[src/rtl/sar_adc_conv_ctrl_if.sv]
// ============================================================================
// Module   : sar_adc_conv_ctrl_if
// Brief    : Control, ADC and result-stream signals of the SAR ADC controller
// Revision : 1.0
// ============================================================================
`default_nettype none

interface sar_adc_conv_ctrl_if #(
  parameter int unsigned N_BITS = 10
) ();
  logic              start;
  logic              continuous;
  logic              adc_hold;
  logic              adc_eoc;
  logic [N_BITS-1:0] adc_result;
  logic [N_BITS-1:0] res_data;
  logic              res_valid;
  logic              res_ready;
  logic              busy;
  logic              timeout_err;
  logic              overflow_err;
  logic              clear_err;

  modport master (
    input  start, continuous, adc_eoc, adc_result, res_ready, clear_err,
    output adc_hold, res_data, res_valid, busy, timeout_err, overflow_err
  );

  modport slave (
    output start, continuous, adc_eoc, adc_result, res_ready, clear_err,
    input  adc_hold, res_data, res_valid, busy, timeout_err, overflow_err
  );
endinterface

`default_nettype wire

[src/rtl/sar_adc_conv_ctrl.sv]
// ============================================================================
// Module   : sar_adc_conv_ctrl
// Brief    : SAR ADC conversion sequencer with result FIFO and sticky errors.
//            Optional sample averaging enabled by macro SAR_CTRL_AVG_EN.
// Revision : 1.0
// ============================================================================
`default_nettype none

module sar_adc_conv_ctrl #(
  parameter int unsigned N_BITS      = 10,
  parameter int unsigned HOLD_CYCLES = 2,
  parameter int unsigned EOC_TIMEOUT = 64,
  parameter int unsigned FIFO_DEPTH  = 4,
  parameter int unsigned AVG_LOG2    = 2
) (
  input  logic                clk,
  input  logic                reset,
  sar_adc_conv_ctrl_if.master bus
);

  typedef enum logic [2:0] {
    S_IDLE    = 3'd0,
    S_HOLD    = 3'd1,
    S_CONVERT = 3'd2,
    S_CAPTURE = 3'd3,
    S_RECOVER = 3'd4
  } state_t;

  localparam int unsigned c_CNT_MAX = (EOC_TIMEOUT > HOLD_CYCLES) ? EOC_TIMEOUT : HOLD_CYCLES;
  localparam int unsigned c_CNT_W   = $clog2(c_CNT_MAX + 1);
  localparam int unsigned c_PTR_W   = $clog2(FIFO_DEPTH);
  localparam logic [c_CNT_W-1:0] c_HOLD_LAST = c_CNT_W'(HOLD_CYCLES - 1);
  localparam logic [c_CNT_W-1:0] c_TMO_LAST  = c_CNT_W'(EOC_TIMEOUT - 2);
  localparam logic [c_PTR_W:0]   c_FULL      = (c_PTR_W + 1)'(FIFO_DEPTH);

  state_t              r_state;
  state_t              w_state_nxt;
  logic [c_CNT_W-1:0]  r_cnt;
  logic [c_CNT_W-1:0]  w_cnt_nxt;
  logic                w_timeout;
  logic [N_BITS-1:0]   r_sample;

  logic [N_BITS-1:0]   r_mem [FIFO_DEPTH];
  logic [c_PTR_W-1:0]  r_wr_ptr;
  logic [c_PTR_W-1:0]  r_rd_ptr;
  logic [c_PTR_W:0]    r_count;
  logic                w_full;
  logic                w_pop;
  logic                w_push_req;
  logic                w_push;
  logic                w_drop;
  logic [N_BITS-1:0]   w_push_data;
  logic                r_timeout_err;
  logic                r_overflow_err;

  // The wait counter is shared by HOLD, CONVERT and RECOVER; it restarts on every state change.
  always_comb begin
    w_state_nxt = r_state;
    w_cnt_nxt   = r_cnt;
    w_timeout   = 1'b0;
    case (r_state)
      S_IDLE: begin
        w_cnt_nxt = '0;
        if (bus.start || bus.continuous) begin
          w_state_nxt = S_HOLD;
        end
      end
      S_HOLD: begin
        if (r_cnt == c_HOLD_LAST) begin
          w_state_nxt = S_CONVERT;
          w_cnt_nxt   = '0;
        end else begin
          w_cnt_nxt = r_cnt + 1'b1;
        end
      end
      S_CONVERT: begin
        if (bus.adc_eoc) begin
          w_state_nxt = S_CAPTURE;
          w_cnt_nxt   = '0;
        end else if (r_cnt == c_TMO_LAST) begin
          w_timeout   = 1'b1;
          w_state_nxt = S_IDLE;
          w_cnt_nxt   = '0;
        end else begin
          w_cnt_nxt = r_cnt + 1'b1;
        end
      end
      S_CAPTURE: begin
        w_state_nxt = S_RECOVER;
        w_cnt_nxt   = '0;
      end
      S_RECOVER: begin
        if (!bus.adc_eoc) begin
          w_state_nxt = bus.continuous ? S_HOLD : S_IDLE;
          w_cnt_nxt   = '0;
        end else if (r_cnt == c_TMO_LAST) begin
          w_timeout   = 1'b1;
          w_state_nxt = S_IDLE;
          w_cnt_nxt   = '0;
        end else begin
          w_cnt_nxt = r_cnt + 1'b1;
        end
      end
      default: begin
        w_state_nxt = S_IDLE;
        w_cnt_nxt   = '0;
      end
    endcase
  end

  always_ff @(posedge clk) begin
    if (!reset) begin
      r_state  <= S_IDLE;
      r_cnt    <= '0;
      r_sample <= '0;
    end else begin
      r_state <= w_state_nxt;
      r_cnt   <= w_cnt_nxt;
      if (r_state == S_CONVERT && bus.adc_eoc) begin
        r_sample <= bus.adc_result;
      end
    end
  end

`ifdef SAR_CTRL_AVG_EN
  localparam int unsigned c_ACC_W = N_BITS + AVG_LOG2;
  localparam int unsigned c_AVG_W = AVG_LOG2 + 1;
  localparam logic [c_AVG_W-1:0] c_AVG_LAST = c_AVG_W'((1 << AVG_LOG2) - 1);

  logic [c_ACC_W-1:0] r_acc;
  logic [c_ACC_W-1:0] w_acc_sum;
  logic [c_AVG_W-1:0] r_avg_cnt;

  assign w_acc_sum   = r_acc + c_ACC_W'(r_sample);
  assign w_push_req  = (r_state == S_CAPTURE) && (r_avg_cnt == c_AVG_LAST);
  assign w_push_data = N_BITS'(w_acc_sum >> AVG_LOG2);

  always_ff @(posedge clk) begin
    if (!reset || w_timeout) begin
      r_acc     <= '0;
      r_avg_cnt <= '0;
    end else if (r_state == S_CAPTURE) begin
      if (r_avg_cnt == c_AVG_LAST) begin
        r_acc     <= '0;
        r_avg_cnt <= '0;
      end else begin
        r_acc     <= w_acc_sum;
        r_avg_cnt <= r_avg_cnt + 1'b1;
      end
    end
  end
`else
  assign w_push_req  = (r_state == S_CAPTURE);
  assign w_push_data = r_sample;
`endif

  // A pop in the capture cycle frees the slot, so a full FIFO still accepts the push.
  assign w_full = (r_count == c_FULL);
  assign w_pop  = (r_count != '0) && bus.res_ready;
  assign w_push = w_push_req && (!w_full || w_pop);
  assign w_drop = w_push_req && w_full && !w_pop;

  always_ff @(posedge clk) begin
    if (!reset) begin
      r_wr_ptr <= '0;
      r_rd_ptr <= '0;
      r_count  <= '0;
      for (int i = 0; i < FIFO_DEPTH; i++) begin
        r_mem[i] <= '0;
      end
    end else begin
      if (w_push) begin
        r_mem[r_wr_ptr] <= w_push_data;
        r_wr_ptr        <= r_wr_ptr + 1'b1;
      end
      if (w_pop) begin
        r_rd_ptr <= r_rd_ptr + 1'b1;
      end
      case ({w_push, w_pop})
        2'b10:   r_count <= r_count + 1'b1;
        2'b01:   r_count <= r_count - 1'b1;
        default: r_count <= r_count;
      endcase
    end
  end

  always_ff @(posedge clk) begin
    if (!reset) begin
      r_timeout_err  <= 1'b0;
      r_overflow_err <= 1'b0;
    end else begin
      if (w_timeout) begin
        r_timeout_err <= 1'b1;
      end else if (bus.clear_err) begin
        r_timeout_err <= 1'b0;
      end
      if (w_drop) begin
        r_overflow_err <= 1'b1;
      end else if (bus.clear_err) begin
        r_overflow_err <= 1'b0;
      end
    end
  end

  assign bus.adc_hold     = (r_state == S_HOLD) || (r_state == S_CONVERT);
  assign bus.busy         = (r_state != S_IDLE);
  assign bus.res_valid    = (r_count != '0);
  assign bus.res_data     = r_mem[r_rd_ptr];
  assign bus.timeout_err  = r_timeout_err;
  assign bus.overflow_err = r_overflow_err;

endmodule

`default_nettype wire

[src/flat_wrapper.sv]
// flat-port wrapper written by rule: the top's interface ports become plain ports
module sar_adc_conv_ctrl_flat 
#(
  parameter int unsigned N_BITS      = 10,
  parameter int unsigned HOLD_CYCLES = 2,
  parameter int unsigned EOC_TIMEOUT = 64,
  parameter int unsigned FIFO_DEPTH  = 4,
  parameter int unsigned AVG_LOG2    = 2
)
  (clk, reset, bus_start, bus_continuous, bus_adc_eoc, bus_adc_result, bus_res_ready, bus_clear_err, bus_adc_hold, bus_res_data, bus_res_valid, bus_busy, bus_timeout_err, bus_overflow_err);
  sar_adc_conv_ctrl_if #(.N_BITS(N_BITS)) bus_i ();
  input  logic clk;
  input  logic reset;
  input wire logic [$bits(bus_i.start)-1:0] bus_start;
  input wire logic [$bits(bus_i.continuous)-1:0] bus_continuous;
  input wire logic [$bits(bus_i.adc_eoc)-1:0] bus_adc_eoc;
  input wire logic [$bits(bus_i.adc_result)-1:0] bus_adc_result;
  input wire logic [$bits(bus_i.res_ready)-1:0] bus_res_ready;
  input wire logic [$bits(bus_i.clear_err)-1:0] bus_clear_err;
  output wire logic [$bits(bus_i.adc_hold)-1:0] bus_adc_hold;
  output wire logic [$bits(bus_i.res_data)-1:0] bus_res_data;
  output wire logic [$bits(bus_i.res_valid)-1:0] bus_res_valid;
  output wire logic [$bits(bus_i.busy)-1:0] bus_busy;
  output wire logic [$bits(bus_i.timeout_err)-1:0] bus_timeout_err;
  output wire logic [$bits(bus_i.overflow_err)-1:0] bus_overflow_err;
  assign bus_i.start = bus_start;
  assign bus_i.continuous = bus_continuous;
  assign bus_i.adc_eoc = bus_adc_eoc;
  assign bus_i.adc_result = bus_adc_result;
  assign bus_i.res_ready = bus_res_ready;
  assign bus_i.clear_err = bus_clear_err;
  assign bus_adc_hold = bus_i.adc_hold;
  assign bus_res_data = bus_i.res_data;
  assign bus_res_valid = bus_i.res_valid;
  assign bus_busy = bus_i.busy;
  assign bus_timeout_err = bus_i.timeout_err;
  assign bus_overflow_err = bus_i.overflow_err;
  sar_adc_conv_ctrl #(.N_BITS(N_BITS), .HOLD_CYCLES(HOLD_CYCLES), .EOC_TIMEOUT(EOC_TIMEOUT), .FIFO_DEPTH(FIFO_DEPTH), .AVG_LOG2(AVG_LOG2)) u_core (.clk(clk), .reset(reset), .bus(bus_i));
endmodule
[config.mk]
export PLATFORM = sky130hd
export DESIGN_NAME = sar_adc_conv_ctrl_flat
export DESIGN_NICKNAME = d
export VERILOG_FILES = /design/src/rtl/sar_adc_conv_ctrl_if.sv /design/src/rtl/sar_adc_conv_ctrl.sv /design/src/flat_wrapper.sv
export SDC_FILE = /design/constraint.sdc
export NUM_CORES = 1
export LEC_CHECK = 0
export ABC_AREA = 1
export ABC_CLOCK_PERIOD_IN_PS = 3800
export CORE_MARGIN = 4
export CORE_UTILIZATION = 61
export CTS_CLUSTER_SIZE = 24
export DETAILED_ROUTE_END_ITERATION = 8
export PLACE_DENSITY_LB_ADDON = 0.12
export SLEW_MARGIN = 20
export SYNTH_ARGS = -nofsm -noshare
export SYNTH_HDL_FRONTEND = slang
export SYNTH_SLANG_ARGS = --single-unit
[constraint.sdc]
create_clock -name clk -period 3.8 [get_ports clk]
set_input_delay 0.57 -clock clk [delete_from_list [all_inputs] [get_ports clk]]
set_output_delay 0.57 -clock clk [all_outputs]
set_load 0.03 [all_outputs]
Yosys cells after proc, flatten, opt, wreduce, memory -nomap -nowiden

Memories as Yosys holds them, arrays and structs flattened. A register that Yosys moved wholly into a read port is not among the register bits.
Index checks and enable logic that the tools add are counted.

Bits of input ports: 17
Logic and storage cells: 72
Bits in writable memories: 40
Memories kept: 1
Flip-flop bits (word level): 29
Output and inout bits: 15

Muxes and demuxes: 29
Reductions and logical operators: 18
Add/sub/neg operators: 5
Equality and inequality tests: 11

Memory list:

| name         | words | bits a word | rd ports | clocked after memory_dff | wr ports | line                    | source |
|---|---|---|---|---|---|---|---|
| u_core.r_mem | 4     | 10          | 1        | 1                        | 4        | sar_adc_conv_ctrl.sv:43 | `logic [N_BITS-1:0] r_mem [FIFO_DEPTH];` |

Operator list:

| operator            | number |
|---|---|
| $mux 7              | 4 |
| $pmux 7 s3          | 1 |
| $mux 3              | 5 |
| $pmux 3 s5          | 1 |
| $mux 1              | 12 |
| $mux 10             | 1 |
| $reduce_or 10->1    | 1 |
| $add 7x1->7 const B | 1 |
| $eq 7x1->1 const B  | 1 |
| $eq 7x6->1 const B  | 1 |
| $eq 3x2->1 const B  | 2 |
| $eq 3x3->1 const B  | 2 |
| $mux 2              | 3 |
| $pmux 3 s2          | 1 |
| $reduce_bool 2->1   | 3 |
| $reduce_bool 3->1   | 2 |
| $logic_and 1x1->1   | 5 |
| $add 2x1->2 const B | 2 |
| $ne 2x1->1 const B  | 2 |
| $add 3x1->3 const B | 1 |
| $eq 3x1->1 const B  | 1 |
| $logic_not 3->1     | 1 |
| $logic_or 1x1->1    | 3 |
| $sub 3x1->3 const B | 1 |
| other kinds (5)     | 6 |

Depth between registers and ports, before layout

Gate-level depths: netlist of run 1.

Depth after elaboration: 9
Mapped depth: 10
Gate-level depth less buffers: 10

Least setup slack after synthesis of run 1

No wires, ideal clock.

Kind: in2reg
Start: input port bus_res_ready
End: memory u_core.r_mem[1][0], enable pin
Setup time: 0.393 ns
Data arrival time: 1.687 ns
Buffers on the path: 0
Slack: 1.719 ns
Stages: 4
Required time: 3.407 ns
Cell sequence: inv_1 nand3_1 nand2_4 o31ai_1

RTL lines:

| element     | line                    | source |
|---|---|---|
| from (decl) | flat_wrapper.sv:18      | `input wire logic [$bits(bus_i.res_ready)-1:0] bus_res_ready;` |
| to (decl)   | sar_adc_conv_ctrl.sv:43 |  |

==> out/metrics.cfg, run 1 <==
[place]
port_buffers=31
gp_congestion=0.910
dp_hpwl_um=4470

[power]
power_leakage_nw=1.62
p_per_area_nw_per_um2=586
max-vdd-ir-drop_mv=0.404
fin_total_pwr_w=0.00224

[critical_path]
slowest_delay_ns=0.71
cp_max_fo=21
cp.required_ns=3.23
critPathSlowestCell=clkdlybuf4s50_1
arrival_ns=2.33
crit_type=flop to output port
crit_path_cell_trace=buf_4, inv_1, o21ai_0, o22ai_1, clkdlybuf4s50_1
critPathLaunchType=flop
cp-end-kind=output port

[status]
outcome=complete, no violations

[timing]
rsz0062_at_grt=false
fin_crit_sh=0.764
min_period_ns=2.90
fin_skew_ns=0.00451
hold_viol=0
report.final.slew_viol_count=0
setup_tns_ns=0
slew_headroom=0.434
fmax_ghz=0.344
setup_viol=0
worst_slew_pin_slew_ns=0.847

[clock_network]
hold_buffers=0
cts.sinks=71
numCtsBuffers=9
cts_root_buf=clkbuf_8
cts_setup_buffers=0
cts_tree=yes
clk_pin_slew_worst_paths_ns=0.07
cts-resized-gates=0
h-tree-depth=3
clockBufferDepth=2
clock_insertion_delay_worst_skew_ns=0.33

[final_layout]
drive_above_1_share=0.0951
multiInputGateArea_um2=1140
syn_to_final_growth_pct=19.4
nets=406
fill_cells=393
antennaDiodeCount=0
ff_latch_area_um2=1820

[floorplanning]
num_rows=26
initial_core_util=0.628
die_h_um=80.5
design.core.area_um2=5110
pin_count=32
die-area_um2=6490
die_w_um=80.5

[synthesis]
postSynthAreaPerCell_um2=9.25
yosysMostFrequentCell=nor2_1
yosys.area.top_type=edfxtp_1
ys_warn_count=0
syn_inst=347
synth-seq-area-share=0.568
yosys-top-cells-count=nor2_1, inv_1, o21ai_0
yosys_register_bits=71
synthTopCellsByArea=edfxtp_1, dfxtp_1, nor2_1
yosysTopAreaCellShare=0.374
synth_cell_type_count=26
synth_edf_count=40
netlist_area_um2=3210
syn-num-nets=369
ys_dominant_reg_cell=edfxtp_1
postSynth.asyncResetShare=0

[grt]
grt.total_usage=0.224
grt_pass1_vias=2444
grt_pass1_wl_um=10800
grt_max_degree=25
antenna_found_initial=0
grt_overflow=0

[detailed_routing]
wl_met3_um=263
remaining_drc_errors=0
maxUsedRoutingLayer=met4
drt-initial-drc-count=215
vias=2485
drt-pass1-iter-count=4
wl_met1_um=2770
wirelength_um=6700
via_per_inst=5.41
wl_met2_um=3530
post_drt_wl_per_cell_um=14.6
drtAntennaViolNets=0

[worst_hold_path]
hold_path_class=flop to flop

[run]
drv_cap=0

## report_power, final
part	switching (W)	leakage [nW]	internal [W]	total, W
sequential	0.0000428	0.664	0.000867	0.000910
clock	0.000268	0.115	0.000405	0.000673
combinational	0.000419	0.842	0.000241	0.000661
total	0.000731	1.62	0.00151	0.00224
## metal layers
layer / global-route usage / up-vias
met4: 0.117 / 0
met1: 0.253 / 1171
met5: 0 / -
met3: 0.0314 / 12
li1: - / 1233
met2: 0.406 / 69
## path summary, 6_finish.rpt
check	from	slack, ns	endpoint	cells after the start
max	flop	0.90	bus_res_data[8]	5
min	u_core.bus.timeout_err	0.47	u_core.bus.timeout_err	2
max reg2reg	u_core.r_count[0]	1.73	u_core.r_count[2]	10
min reg2reg	u_core.bus.timeout_err	0.47	u_core.bus.timeout_err	2
## per-stage QoR
step	utilization	std cells	setup slack, ns	hold slack, ns	instance area, µm²
floorplan	-	347	1.72	0.444	3210
global placement	0.705	443	1.25	0.461	3600
detailed placement	0.705	443	1.20	0.461	3600
CTS	0.750	459	0.902	0.476	3830
global route	0.750	459	0.772	0.490	3830
finish	0.750	459	0.896	0.472	3830
## critical path: cells and delay by family, from the launching register on
family,cells,cell delay (ns)
compound gates,2,0.33
flops,1,0.31
buf+inv,3,1.36
## cell usage in the layout, fill, tap and decap left out, types with 2 or more instances in the layout
master and count:
nor3_1 10, nand2_1 25, edfxtp_1 40, xor2_1 4
ha_1 4, o21ai_0 42, clkinv_2 2, clkdlybuf4s50_1 31
o31ai_1 2, nand3_1 9, inv_1 46, o22ai_1 10
clkinv_1 2, bufinv_16 2, nand4_1 5, nand2_4 11
buf_4 8, dfxtp_1 31, clkbuf_8 9, nor2_1 66
a21oi_1 21
## flip-flops by register name, summed over array words and instances, names as in the netlist, named ones only
name and count:
u_core.bus.overflow_err 1, u_core.bus.timeout_err 1, u_core.r_cnt 7, u_core.r_count 3
u_core.r_mem 40, u_core.r_rd_ptr 2, u_core.r_sample 10, u_core.r_state 3
u_core.r_wr_ptr 2
## area by class of cell
class                      count  share of cell area
sequential                    71               0.476
tap                           70              0.0229
clock inverter                 6              0.0212
inverter                      48              0.0470
clock buffer                  10              0.0389
multi-input combinational    215               0.298
timing repair buffer          39              0.0967
## cells by family after synthesis
kind of cell | share of synthesized area
buffers and inverters | 0.0768
XOR/XNOR | 0.0136
AND/OR/NAND/NOR | 0.195
AO/OA/AOI/OAI | 0.125
adder cells (fa/ha/maj) | 0.0218
flip-flops | 0.568
(Power assumes the default switching activity.)
==> inputs of run 2 (changes only) <==
--- a/config.mk
+++ b/config.mk
@@ -6,9 +6,9 @@
 export NUM_CORES = 1
 export LEC_CHECK = 0
 export ABC_AREA = 1
-export ABC_CLOCK_PERIOD_IN_PS = 3800
+export ABC_CLOCK_PERIOD_IN_PS = 2390
 export CORE_MARGIN = 4
-export CORE_UTILIZATION = 61
+export CORE_UTILIZATION = 51
 export CTS_CLUSTER_SIZE = 24
 export DETAILED_ROUTE_END_ITERATION = 8
 export PLACE_DENSITY_LB_ADDON = 0.12
==> constraint.sdc (replaced) <==
create_clock -name clk -period 2.39 [get_ports clk]
set_input_delay 0.3585 -clock clk [delete_from_list [all_inputs] [get_ports clk]]
set_output_delay 0.3585 -clock clk [all_outputs]
set_load 0.03 [all_outputs]
==> out/metrics.cfg, run 2 (synthesis results as in run 1) <==
[status]
outcome=complete, no violations

[clock_network]
cts_root_buf=clkbuf_8
clock_insertion_delay_worst_skew_ns=0.33  ; about the same
clockBufferDepth=2  ; unchanged
cts_tree=yes
clk_pin_slew_worst_paths_ns=0.07  ; about the same
h-tree-depth=3  ; unchanged
cts_setup_buffers=0  ; unchanged
cts.sinks=71  ; unchanged
numCtsBuffers=9  ; unchanged
hold_buffers=0  ; unchanged

[critical_path]
cp.required_ns=2.03  ; -1.20 ns
crit_type=flop to output port
crit_path_cell_trace=inv_1, nor2_1, nand2_1, nand2_1, clkdlybuf4s50_1
cp_max_fo=4  ; -81%
cp-end-kind=output port
slowest_delay_ns=0.67  ; -0.04 ns
critPathSlowestCell=clkdlybuf4s50_1
arrival_ns=1.83  ; -0.50 ns
critPathMostFrequentCell=nand2_1
critPathLaunchType=flop

[floorplanning]
pin_count=32  ; unchanged
die-area_um2=7630  ; +18%
die_w_um=87.3  ; +8.4%
initial_core_util=0.533  ; -0.0958
num_rows=28  ; +7.7%
design.core.area_um2=6030  ; +18%
die_h_um=87.3  ; +8.4%

[final_layout]
layout_commonest_cell=nor2_1
layout_common_cells=nor2_1, inv_1, o21ai_0
drive_above_1_share=0.119  ; +0.0236
utilization=0.647  ; -0.103
largest_reg_flops=40  ; unchanged
fill_cells=500  ; +27%
syn_to_final_growth_pct=21.6
reg.largest.list=u_core.r_mem x40, u_core.r_sample x10, u_core.r_cnt x7
fin_area_um2=3900  ; +1.8%
nets=414  ; +2.0%
antennaDiodeCount=0  ; unchanged
top_register=u_core.r_mem

[timing]
slew_headroom=0.717  ; +0.283
fmax_ghz=0.456
fin_skew_ns=0.00882  ; +0.00431 ns
setup_tns_ns=0  ; unchanged
report.final.slew_viol_count=0  ; unchanged
setup_ws_ns=0.197  ; -0.700 ns
worst_slew_pin_slew_ns=0.425  ; -0.422 ns
min_period_ns=2.19
setup_viol=0  ; unchanged
hold_viol=0  ; unchanged
rsz0062_at_grt=false
fin_crit_sh=0.918
hold-worst-slack_ns=0.468  ; -0.00370 ns

[place]
placed_area_um2=3670  ; +1.8%
gp_congestion=0.859  ; -5.6%
dp_hpwl_um=4460  ; -0.17%
port_buffers=31  ; unchanged
post-place-ws_ns=0.0708  ; -1.13 ns

[grt]
grt_max_degree=15  ; -40%
grt_pass1_vias=2457  ; +0.53%
grt_overflow=0  ; unchanged
antenna_found_initial=0  ; unchanged
grt_pass1_wl_um=11400  ; +5.4%
grt.total_usage=0.195  ; -0.0284

[detailed_routing]
drtAntennaViolNets=0  ; unchanged
drt-pass1-iter-count=4  ; unchanged
via_per_inst=5.11  ; -5.6%
post_drt_wl_per_cell_um=14.0  ; -4.5%
vias=2407  ; -3.1%
remaining_drc_errors=0  ; unchanged
drt-initial-drc-count=128  ; -40%
wirelength_um=6570  ; -2.0%

[worst_hold_path]
hold_path_class=flop to flop

[power]
max-vdd-ir-drop_mv=0.633  ; +57%
p_per_area_nw_per_um2=894  ; +53%
power_leakage_nw=1.76  ; +8.8%

[run]
drv_cap=0  ; unchanged

-- run 2: cell count changes in the layout (fill, tap and decap cells not counted), sizes merged --
cell | before | now
clkdlybuf4s50 | 31 | 21
dlymetal6s2s | 0 | 9
buf | 8 | 16
clkbuf | 10 | 14
clkinv | 4 | 1
bufinv | 2 | 0
clkinvlp | 1 | 0
dlygate4sd2 | 0 | 1
inv | 47 | 48
-- run 2: layer usage --
layer	part of all wire	track usage	routed length [µm]	vias up
li1	-	-	-	1241
met1	0.43	0.246	2850	1088
met2	0.50	0.331	3260	66
met3	0.051	0.0378	333	12
met4	0.020	0.0739	129	0
met5	0	0	0	-
-- run 2: area by class of cell --
| type | instances | area [µm²] | share of cell area |
|---|---|---|---|
| clock inverters | 1 | 6.26 | 0.00160 |
| flip-flops and latches | 71 | 1820 | 0.467 |
| well taps | 75 | 93.8 | 0.0241 |
| inverters | 48 | 180 | 0.0462 |
| multi-input cells | 215 | 1140 | 0.293 |
| repair buffers | 47 | 452 | 0.116 |
| clock buffers | 14 | 204 | 0.0523 |
-- run 2: what timing repair did --
action	CTS	global route
endpoints found under the setup margin	4	10
gates resized for setup	2	10
pin swaps	0	0
-- run 2: final timing paths --
check                          from                endpoint  slack (ns)  depth (start not counted)
max               u_core.r_state[1]            bus_adc_hold        0.20                          5
min          u_core.bus.timeout_err  u_core.bus.timeout_err        0.47                          2
max reg2reg       u_core.r_count[0]       u_core.r_count[2]        0.38                         10
min reg2reg  u_core.bus.timeout_err  u_core.bus.timeout_err        0.47                          2
-- run 2: worst max-delay path, delay by kind of cell, from the launching register on --
| kind | cells | cell delay, ns |
|---|---|---|
| buffers and inverters | 2 | 0.79 |
| flip-flops | 1 | 0.38 |
| AND/OR/NAND/NOR | 3 | 0.33 |
-- run 2: per-stage QoR --
stage | instances | power (W)
floorplan | 347 | 0.00214
detailed placement | 456 | 0.00257
finish | 471 | 0.00349
global placement | 456 | 0.00255
global route | 471 | 0.00373
CTS | 471 | 0.00353
-- run 2: report_power, final --
group | switching (W) | total, W | internal [W]
sequential | 0.0000784 | 0.00146 | 0.00138
combinational | 0.000658 | 0.00107 | 0.000409
clock | 0.000414 | 0.000963 | 0.000549
total | 0.00115 | 0.00349 | 0.00234
==> inputs of run 3 (changes only) <==
--- a/config.mk
+++ b/config.mk
@@ -8,7 +8,8 @@
 export ABC_AREA = 1
 export ABC_CLOCK_PERIOD_IN_PS = 2390
 export CORE_MARGIN = 4
-export CORE_UTILIZATION = 51
+export CORE_UTILIZATION = 53
+export CTS_BUF_LIST = sky130_fd_sc_hd__clkbuf_4
 export CTS_CLUSTER_SIZE = 24
 export DETAILED_ROUTE_END_ITERATION = 8
 export PLACE_DENSITY_LB_ADDON = 0.12
==> out/metrics.cfg, run 3 (synthesis results as in run 1) <==
[timing]
fin_skew_ns=0.0134  ; +0.00457 ns
worst_slew_pin_slew_ns=0.547  ; +0.123 ns
fin_crit_sh=0.919  ; +0.00141
rsz0062_at_grt=false
hold_viol=0  ; unchanged
report.final.slew_viol_count=0  ; unchanged
min_period_ns=2.20  ; +0.00337 ns
slew_headroom=0.635  ; -0.0819
setup_tns_ns=0  ; unchanged
setup_viol=0  ; unchanged
fmax_ghz=0.455  ; -0.15%

[power]
fin_total_pwr_w=0.00335  ; -4.1%
p_comb_frac=0.309  ; +0.003
max-vdd-ir-drop_mv=0.646  ; +2.1%
switchingPower_w=0.00115  ; +0.18%
p_per_area_nw_per_um2=867  ; -3.1%
clockPowerShare=0.257  ; -0.019
power_leakage_nw=1.72  ; -2.3%
netSwitchingFraction=0.345  ; +0.0147
internal-power_w=0.00219  ; -6.2%
p_seq_frac=0.435  ; +0.017

[floorplanning]
initial_core_util=0.545  ; +0.0127
die-area_um2=7360  ; -3.4%
num_rows=28  ; unchanged
design.core.area_um2=5890  ; -2.3%
die_h_um=85.8  ; -1.7%
pin_count=32  ; unchanged
die_w_um=85.8  ; -1.7%

[detailed_routing]
drt-pass1-iter-count=4  ; unchanged
drt-initial-drc-count=149  ; +16%
via_per_inst=5.10  ; -0.22%
post_drt_wl_per_cell_um=13.9  ; -0.27%
wirelength_um=6610  ; +0.58%
remaining_drc_errors=0  ; unchanged
drtAntennaViolNets=0  ; unchanged
vias=2422  ; +0.62%

[final_layout]
fill_cells=501  ; +0.20%
largest_reg_flops=40  ; unchanged
nets=417  ; +0.72%
fin_area_um2=3860  ; -1.1%
syn_to_final_growth_pct=20.3
layout_commonest_cell=nor2_1
multiInputGateArea_um2=1140  ; -0.22%
fin_cells=475  ; +0.85%
antennaDiodeCount=0  ; unchanged
drive_above_1_share=0.128  ; +0.00881
top_register=u_core.r_mem
ff_latch_area_um2=1820  ; about the same
reg.largest.list=u_core.r_mem x40, u_core.r_sample x10, u_core.r_cnt x7
layout_common_cells=nor2_1, inv_1, o21ai_0

[clock_network]
clock_insertion_delay_worst_skew_ns=0.41  ; +0.08 ns
h-tree-depth=3  ; unchanged
clockBufferDepth=2  ; unchanged
cts_tree=yes
cts_root_buf=clkbuf_4
numCtsBuffers=9  ; unchanged
clk_pin_slew_worst_paths_ns=0.11  ; +0.04 ns
cts_setup_buffers=0  ; unchanged
cts.sinks=71  ; unchanged

[place]
port_buffers=31  ; unchanged
dp_cells=459  ; +0.66%
dp_hpwl_um=4560  ; +2.3%
placed_area_um2=3690  ; +0.61%
gp_congestion=0.832  ; -3.2%

[grt]
antenna_found_initial=0  ; unchanged
grt_max_degree=21  ; +6
grt_overflow=0  ; unchanged
grt_pass1_wl_um=11100  ; -2.8%
grt_pass1_vias=2389  ; -2.8%
grt.total_usage=0.195  ; about the same

[critical_path]
cp-end-kind=output port
cp.required_ns=2.03  ; about the same
cp_max_fo=7  ; +3
critPathLaunchType=flop
crit_type=flop to output port
arrival_ns=1.84  ; about the same

[run]
drv_cap=0  ; unchanged

[status]
outcome=complete, no violations

[worst_hold_path]
hold_path_class=flop to flop

[run 3: layout make-up]
class | instances | area share
Sequential cell | 71 | 0.472
Clock inverter | 6 | 0.0220
Clock buffer | 10 | 0.0194
Tap cell | 75 | 0.0243
Inverter | 48 | 0.0467
Timing Repair Buffer | 50 | 0.120
Multi-Input combinational cell | 215 | 0.296
[run 3: what timing repair did]
item,4_1_cts,5_1_grt
hold endpoints to repair,0,0
gates resized for setup,7,6
hold buffers,0,0
endpoints found under the setup margin,10,6
[run 3: worst paths after layout]
kind,from,depth (start not counted),end,slack (ns)
hold / removal,u_core.bus.overflow_err,2,u_core.bus.overflow_err,0.48
setup / recovery,u_core.r_state[2],3,bus_busy,0.19
hold reg to reg,u_core.bus.overflow_err,2,u_core.bus.overflow_err,0.48
setup reg to reg,u_core.r_count[0],10,u_core.r_count[2],0.35
[run 3: power groups by stage]
| stage | Clock [W] | Sequential [W] | Combinational (W) |
|---|---|---|---|
| floorplan | 0 | 0.00146 | 0.000686 |
| global placement | 0 | 0.00148 | 0.00106 |
| detailed placement | 0 | 0.00148 | 0.00108 |
| CTS | 0.000869 | 0.00145 | 0.00105 |
| global route | 0.000930 | 0.00147 | 0.00114 |
| finish | 0.000858 | 0.00145 | 0.00103 |
[run 3: critical path: stages, from the launching register on]
cell	delay (ns)
dfxtp_1	0.51
inv_1	0.14
nand2_1	0.11
clkdlybuf4s50_1	0.67
[run 3: stage by stage]
| stage | hold WS (ns) | util | worst slack, ns |
|---|---|---|---|
| after floorplan | 0.444 | - | 0.382 |
| after global placement | 0.454 | 0.627 | 0.160 |
| after detailed placement | 0.463 | 0.627 | 0.123 |
| after CTS | 0.483 | 0.653 | 0.00251 |
| after global routing | 0.511 | 0.656 | 0.0848 |
| final | 0.477 | 0.656 | 0.193 |
[run 3: metal layers]
layer / track usage / vias up / routed length [µm]
met1: 0.243 / 1110 / 3000
met3: 0.0490 / 15 / 258
met2: 0.332 / 48 / 3230
li1: - / 1249 / -
met5: 0 / - / 0
met4: 0.0662 / 0 / 119
